[config.mk]
export PLATFORM = sky130hd
export DESIGN_NAME = banco_registros_hora_rtc
export DESIGN_NICKNAME = d
export VERILOG_FILES = /design/src/rtl/banco_registros_hora_rtc.sv
export SDC_FILE = /design/constraint.sdc
export NUM_CORES = 1
export LEC_CHECK = 0
export BUFFER_PORTS_ARGS = -buffer_cell sky130_fd_sc_hd__buf_2
export CORE_ASPECT_RATIO = 0.75
export CORE_MARGIN = 2
export CORE_UTILIZATION = 45
export DETAILED_ROUTE_END_ITERATION = 6
export GPL_ROUTABILITY_DRIVEN = 1
export GPL_TIMING_DRIVEN = 0
export HOLD_SLACK_MARGIN = 0.1
export SYNTH_ARGS = -nofsm -noshare
export SYNTH_HDL_FRONTEND = slang
export SYNTH_SLANG_ARGS = --single-unit
[constraint.sdc]
create_clock -name i_clk -period 2.2 [get_ports i_clk]
set_input_delay 0.22 -clock i_clk [delete_from_list [all_inputs] [get_ports i_clk]]
set_output_delay 0.22 -clock i_clk [all_outputs]
set_load 0.05 [all_outputs]
[src/rtl/banco_registros_hora_rtc.sv]
// rtl/banco_registros_hora_rtc.sv - RTC time/date shadow registers with BCD-checked atomic commit to display
module banco_registros_hora_rtc #(
    parameter logic [7:0] BASE_ADDR = 8'h20,
    parameter logic [7:0] YEAR_MAX  = 8'h99
) (
    input  logic       i_clk,
    input  logic       i_reset,
    input  logic [7:0] i_port_id,
    input  logic [7:0] i_out_port,
    input  logic       i_write_strobe,
    input  logic       i_read_strobe,
    output logic [7:0] o_dato_lectura,
    output logic [7:0] o_seg,
    output logic [7:0] o_min,
    output logic [7:0] o_hora,
    output logic [7:0] o_dia,
    output logic [7:0] o_mes,
    output logic [7:0] o_anio,
    output logic       o_actualizado,
    output logic       o_error_bcd
);

    typedef enum logic {S_IDLE, S_CHECK} state_t;

    state_t     r_state, w_state_next;
    logic [7:0] r_sh   [6];
    logic [7:0] r_snap [6];
    logic [7:0] r_disp [6];
    logic [7:0] r_dato;
    logic       r_actualizado, r_error, r_overrun, r_nuevo;

    logic       w_in_window, w_hit, w_cmd, w_commit, w_clr, w_valid, w_apply, w_status_rd;
    logic [2:0] w_off;
    logic [7:0] w_rd_byte;

    function automatic logic bcd_ok(input logic [7:0] v, input logic [7:0] lo, input logic [7:0] hi);
        // With both nibbles <= 9, plain byte comparison orders BCD values correctly.
        return (v[7:4] <= 4'd9) && (v[3:0] <= 4'd9) && (v >= lo) && (v <= hi);
    endfunction

    assign w_in_window = (i_port_id[7:3] == BASE_ADDR[7:3]);
    assign w_off       = i_port_id[2:0];
    assign w_hit       = i_write_strobe && w_in_window;
    assign w_cmd       = w_hit && (w_off == 3'd6);
    assign w_commit    = w_cmd && i_out_port[0];
    assign w_clr       = w_cmd && i_out_port[1];
    assign w_status_rd = i_read_strobe && (i_port_id == (BASE_ADDR | 8'h07));

    assign w_valid = bcd_ok(r_snap[0], 8'h00, 8'h59) && bcd_ok(r_snap[1], 8'h00, 8'h59) &&
                     bcd_ok(r_snap[2], 8'h00, 8'h23) && bcd_ok(r_snap[3], 8'h01, 8'h31) &&
                     bcd_ok(r_snap[4], 8'h01, 8'h12) && bcd_ok(r_snap[5], 8'h00, YEAR_MAX);
    assign w_apply = (r_state == S_CHECK) && w_valid;

    always_comb begin
        w_state_next = r_state;
        case (r_state)
            S_IDLE:  if (w_commit) w_state_next = S_CHECK;
            S_CHECK: w_state_next = S_IDLE;
            default: w_state_next = S_IDLE;
        endcase
    end

    always_comb begin
        w_rd_byte = 8'h00;
        if (w_in_window) begin
            case (w_off)
                3'd0: w_rd_byte = r_sh[0];
                3'd1: w_rd_byte = r_sh[1];
                3'd2: w_rd_byte = r_sh[2];
                3'd3: w_rd_byte = r_sh[3];
                3'd4: w_rd_byte = r_sh[4];
                3'd5: w_rd_byte = r_sh[5];
                3'd7: w_rd_byte = {4'b0, r_overrun, r_nuevo, r_error, (r_state == S_CHECK)};
                default: w_rd_byte = 8'h00;
            endcase
        end
    end

    always_ff @(posedge i_clk) begin
        if (i_reset) begin
            r_state       <= S_IDLE;
            r_sh          <= '{8'h00, 8'h00, 8'h00, 8'h01, 8'h01, 8'h00};
            r_snap        <= '{8'h00, 8'h00, 8'h00, 8'h01, 8'h01, 8'h00};
            r_disp        <= '{8'h00, 8'h00, 8'h00, 8'h01, 8'h01, 8'h00};
            r_dato        <= 8'h00;
            r_actualizado <= 1'b0;
            r_error       <= 1'b0;
            r_overrun     <= 1'b0;
            r_nuevo       <= 1'b0;
        end else begin
            r_state       <= w_state_next;
            r_dato        <= w_rd_byte;
            r_actualizado <= w_apply;
            if (w_hit) begin
                case (w_off)
                    3'd0: r_sh[0] <= i_out_port;
                    3'd1: r_sh[1] <= i_out_port;
                    3'd2: r_sh[2] <= i_out_port;
                    3'd3: r_sh[3] <= i_out_port;
                    3'd4: r_sh[4] <= i_out_port;
                    3'd5: r_sh[5] <= i_out_port;
                    default: ;
                endcase
            end
            if (r_state == S_IDLE && w_commit) r_snap <= r_sh;
            if (w_apply) r_disp <= r_snap;
            // The commit verdict overrides a clear issued on the same edge.
            if (r_state == S_CHECK)  r_error <= !w_valid;
            else if (w_clr)          r_error <= 1'b0;
            if (r_state == S_CHECK && w_commit) r_overrun <= 1'b1;
            else if (w_clr)                      r_overrun <= 1'b0;
            if (w_apply)          r_nuevo <= 1'b1;
            else if (w_status_rd) r_nuevo <= 1'b0;
        end
    end

    assign o_dato_lectura = r_dato;
    assign o_seg          = r_disp[0];
    assign o_min          = r_disp[1];
    assign o_hora         = r_disp[2];
    assign o_dia          = r_disp[3];
    assign o_mes          = r_disp[4];
    assign o_anio         = r_disp[5];
    assign o_actualizado  = r_actualizado;
    assign o_error_bcd    = r_error;

endmodule

==> key figures <==
Floorplan
  – Die Wd: 139 microns
  – Row cnt: 37
  – Die area: 0.0147 sq mm
  – Die Span Y: 105 microns
  – Initial Util: 45.6%
  – Boundary Pins: 78
  – Core ar.: 0.0136 sq mm

Logic synthesis
  – Cell Area, Synth: 0.00618 sq mm
  – Async set-reset flop share out of synthesis: 0%
  – FF+latch count, synth: 157
  – Synth Net Count: 741
  – Mapped Cells: 721
  – Synthesized area per cell: 8.57 sq um
  – Synth warn: 0
  – Most used DFF post-synth: dfxtp_1
  – Post-synth EDFFs: 0
  – Synth cell types: 44
  – Sequential-to-total area share from yosys stat: 50.9%

Detailed routing
  – DR DRC count: 0
  – Post-DR wirelength/cell: 18.4 microns
  – Drt total wl: 18500 microns
  – Starting DRT DRC Count: 464
  – ANT nets after route: 0
  – Vias: 5651
  – Vias/cell: 5.63
  – Drt pass-1 iters: 5

Pwr
  – Clock power share: 52.4%
  – P_leak: 2.76 nW
  – Peak VDD IR: 0.000646 V
  – Flop pwr share: 44.9%
  – Net switching power: 1.28 mW
  – Pwr per Cell Area: 850 mW/mm^2
  – Internal power component: 5.05 mW
  – Combinational share of power: 2.7%
  – Sw frac: 20.3%

Global route
  – M3 GR Usage: 7.04%
  – First-pass GRT wire length: 28700 microns
  – Gr usage total: 25.6%
  – Initial antenna violation count: 0
  – Number of global-route vias before repair: 5249
  – Busiest grt layer: met2
  – Largest net degree at the start of global routing: 17
  – Grt met2 use: 38.3%
  – Overflow after GRT: 0
  – M1 GR Usage: 36.2%

Clock tree
  – CTS resizes: 0
  – Clock Latency Late Sink: 430 ps
  – CTS root buffer: clkbuf_16
  – Clock slew at reported path FFs: 60 ps
  – Setup bufs post-CTS: 0
  – CTS Buf Count: 17
  – H-tree levels: 4
  – Sinks on the clock net: 157
  – CTS max path bufs: 2
  – CTS Hold Bufs: 0
  – CTS tree: yes

Critical path
  – Crit path to: o_min[4]$_SDFFE_PP0P_
  – CP startpoint: r_snap[25]$_SDFFE_PP0P_
  – Crit Path Category: reg -> reg
  – R2r startpoint: r_snap[25]$_SDFFE_PP0P_
  – CP Max Fanout: 10
  – Arrival time at the worst endpoint: 2350 ps
  – Crit end category: flip-flop
  – CP required: 2550 ps
  – R2R depth: 6
  – Reg2reg setup slack: 200 ps
  – Crit start category: flip-flop
  – Capturing point of the worst reg2reg path: o_min[4]$_SDFFE_PP0P_

Timing
  – Achievable Freq: 0.501 GHz
  – Slack of the critical path: 204 ps
  – Rel. slew slack: 55.4%
  – Worst Skew: 5.65 ps
  – Final Hold Fails: 0
  – Worst-Margin Slew: 669 ps
  – Max-slew violations: 0
  – Final worst path period need: 2000 ps
  – Setup TNS: 0 ps
  – Final setup violation count: 0
  – Period Utilization, post-route: 90.7%
  – RSZ-0062 raised after global routing: no

Placed design
  – # port buffers: 75
  – Dpl hpwl: 13900 microns
  – Inst Count DP: 971
  – Place WS: 159 ps
  – GPL Wtd Cong: 0.912

Cells and area
  – Ant diodes: 0
  – Layout area overhead: 20.6%
  – Fraction of layout cells with a size suffix above 1: 19.2%
  – Non-Filler Instances: 1003
  – Nets: 835

Worst hold path
  – Worst min-delay path class: in -> reg

Outcome
  – Outcome: finished, final reports clean

Job
  – Max-Cap Viols: 0
==> how the worst min path moves through the flow <==
stage | from | end | slack [ps] | cells after the start
after floorplan | i_out_port[1] | r_sh[17]$_SDFFE_PP0P_ | 370 | 2
after global placement | r_snap[13]$_SDFFE_PP0P_ | r_snap[13]$_SDFFE_PP0P_ | 440 | 2
after detailed placement | r_snap[31]$_SDFFE_PP0P_ | r_snap[31]$_SDFFE_PP0P_ | 440 | 2
after CTS | i_out_port[7] | r_sh[31]$_SDFFE_PP0P_ | 130 | 3
final | i_out_port[7] | r_sh[15]$_SDFFE_PP0P_ | 150 | 3
after global routing | i_out_port[3] | r_sh[27]$_SDFFE_PP0P_ | 140 | 3
==> power groups by stage <==
stage / sequential [mW] / combinational (mW) / clock, mW
6_report: 2.85 / 0.169 / 3.32
5_1_grt: 2.84 / 0.181 / 3.48
4_1_cts: 2.85 / 0.165 / 3.35
3_5_place_dp: 2.91 / 0.164 / 0
3_3_place_gp: 2.91 / 0.162 / 0
2_1_floorplan: 2.91 / 0.0904 / 0
==> final cells by class <==
cell class,instances,area (sq um)
plain buffers,59,307
clock buffers,22,494
clock inverters,10,183
fillers,1289,6110
inverters,3,11.3
multi-input cells,502,2720
flip-flops and latches,157,3140
well taps,175,219
repair buffers,75,375
==> layer usage <==
metal / up-vias / share of wire [%]
met5: - / 0
met2: 202 / 44
met1: 2719 / 46
met3: 27 / 8.6
met4: 0 / 1.7
li1: 2703 / -
==> stage by stage <==
stage	power, mW	hold WS (ps)	area, sq um	util, %
2_1_floorplan	3.00	367	6180	-
3_3_place_gp	3.07	438	6770	49.9
3_5_place_dp	3.07	442	6770	49.9
4_1_cts	6.36	126	7450	54.9
5_1_grt	6.51	138	7450	54.9
6_report	6.33	146	7450	54.9
==> worst max-delay path, stage by stage, from the launching register on <==
cell,delay [ps]
dfxtp_1,350
o31ai_2,300
o221ai_2,170
nor4_4,380
clkbuf_1,400
nand3_1,170
a21oi_1,160
==> registers in the layout (all words and copies together) (netlist names) <==
signal	cells
o_dato_lectura	8
o_seg	8
r_snap	48
o_min	8
o_dia	8
o_actualizado	1
o_anio	8
r_sh	48
o_error_bcd	1
o_hora	8
r_state	1
r_nuevo	1
o_mes	8
r_overrun	1
==> synthesized netlist by cell type, types with 3 or more instances <==
cell type,count,share of area [%]
o21ai_2,4,0.57
nor2_1,29,1.8
clkbuf_1,27,1.6
nor2b_1,4,0.40
o21ai_0,8,0.65
nand2_1,140,8.5
nand4_1,3,0.30
buf_4,4,0.49
nand3_1,80,6.5
a21oi_1,121,9.8
buf_2,18,1.5
nor4_1,3,0.30
inv_1,3,0.18
dfxtp_1,157,51
mux2_2,6,1.1
and3_1,10,1.0
buf_6,6,1.1
mux2i_1,24,3.9
mux4_2,5,1.8
a22o_1,4,0.57
o21ai_1,35,2.8
==> cells by family after synthesis <==
group           Yosys count  synth area share (%)
mux                      35                  6.80
buf+inv                  62                  5.14
compound gates          184                  16.2
simple gates            283                  21.0
flops                   157                  50.9
==> cells in the final DEF (no fill, tap or decap), types with 2 or more instances in the layout <==
| cell | netlist | final |
|---|---|---|
| o21ai_2 | 4 | 4 |
| and3_1 | 10 | 10 |
| buf_2 | 18 | 93 |
| nand4_1 | 3 | 3 |
| nand4b_1 | 2 | 2 |
| a22o_1 | 4 | 4 |
| bufinv_16 | 0 | 5 |
| inv_1 | 3 | 3 |
| buf_4 | 4 | 4 |
| o21ai_1 | 35 | 36 |
| nor2_1 | 29 | 29 |
| mux2i_1 | 24 | 24 |
| clkbuf_1 | 27 | 27 |
| clkinv_2 | 0 | 2 |
| dfxtp_1 | 157 | 157 |
| and4b_1 | 2 | 2 |
| nor2b_1 | 4 | 4 |
| clkbuf_8 | 0 | 5 |
| mux4_2 | 5 | 5 |
| clkbuf_2 | 2 | 2 |
| buf_1 | 2 | 2 |
| mux2_2 | 6 | 6 |
| a211oi_1 | 2 | 2 |
| a21oi_1 | 121 | 121 |
| nand2_1 | 140 | 140 |
| o21ai_0 | 8 | 7 |
| nand3_1 | 80 | 80 |
| a221oi_1 | 2 | 2 |
| clkbuf_16 | 0 | 17 |
| buf_6 | 6 | 6 |
| nor4_1 | 3 | 3 |
| a22oi_1 | 2 | 2 |
| clkinvlp_4 | 0 | 3 |
(Power assumes the default switching activity.)
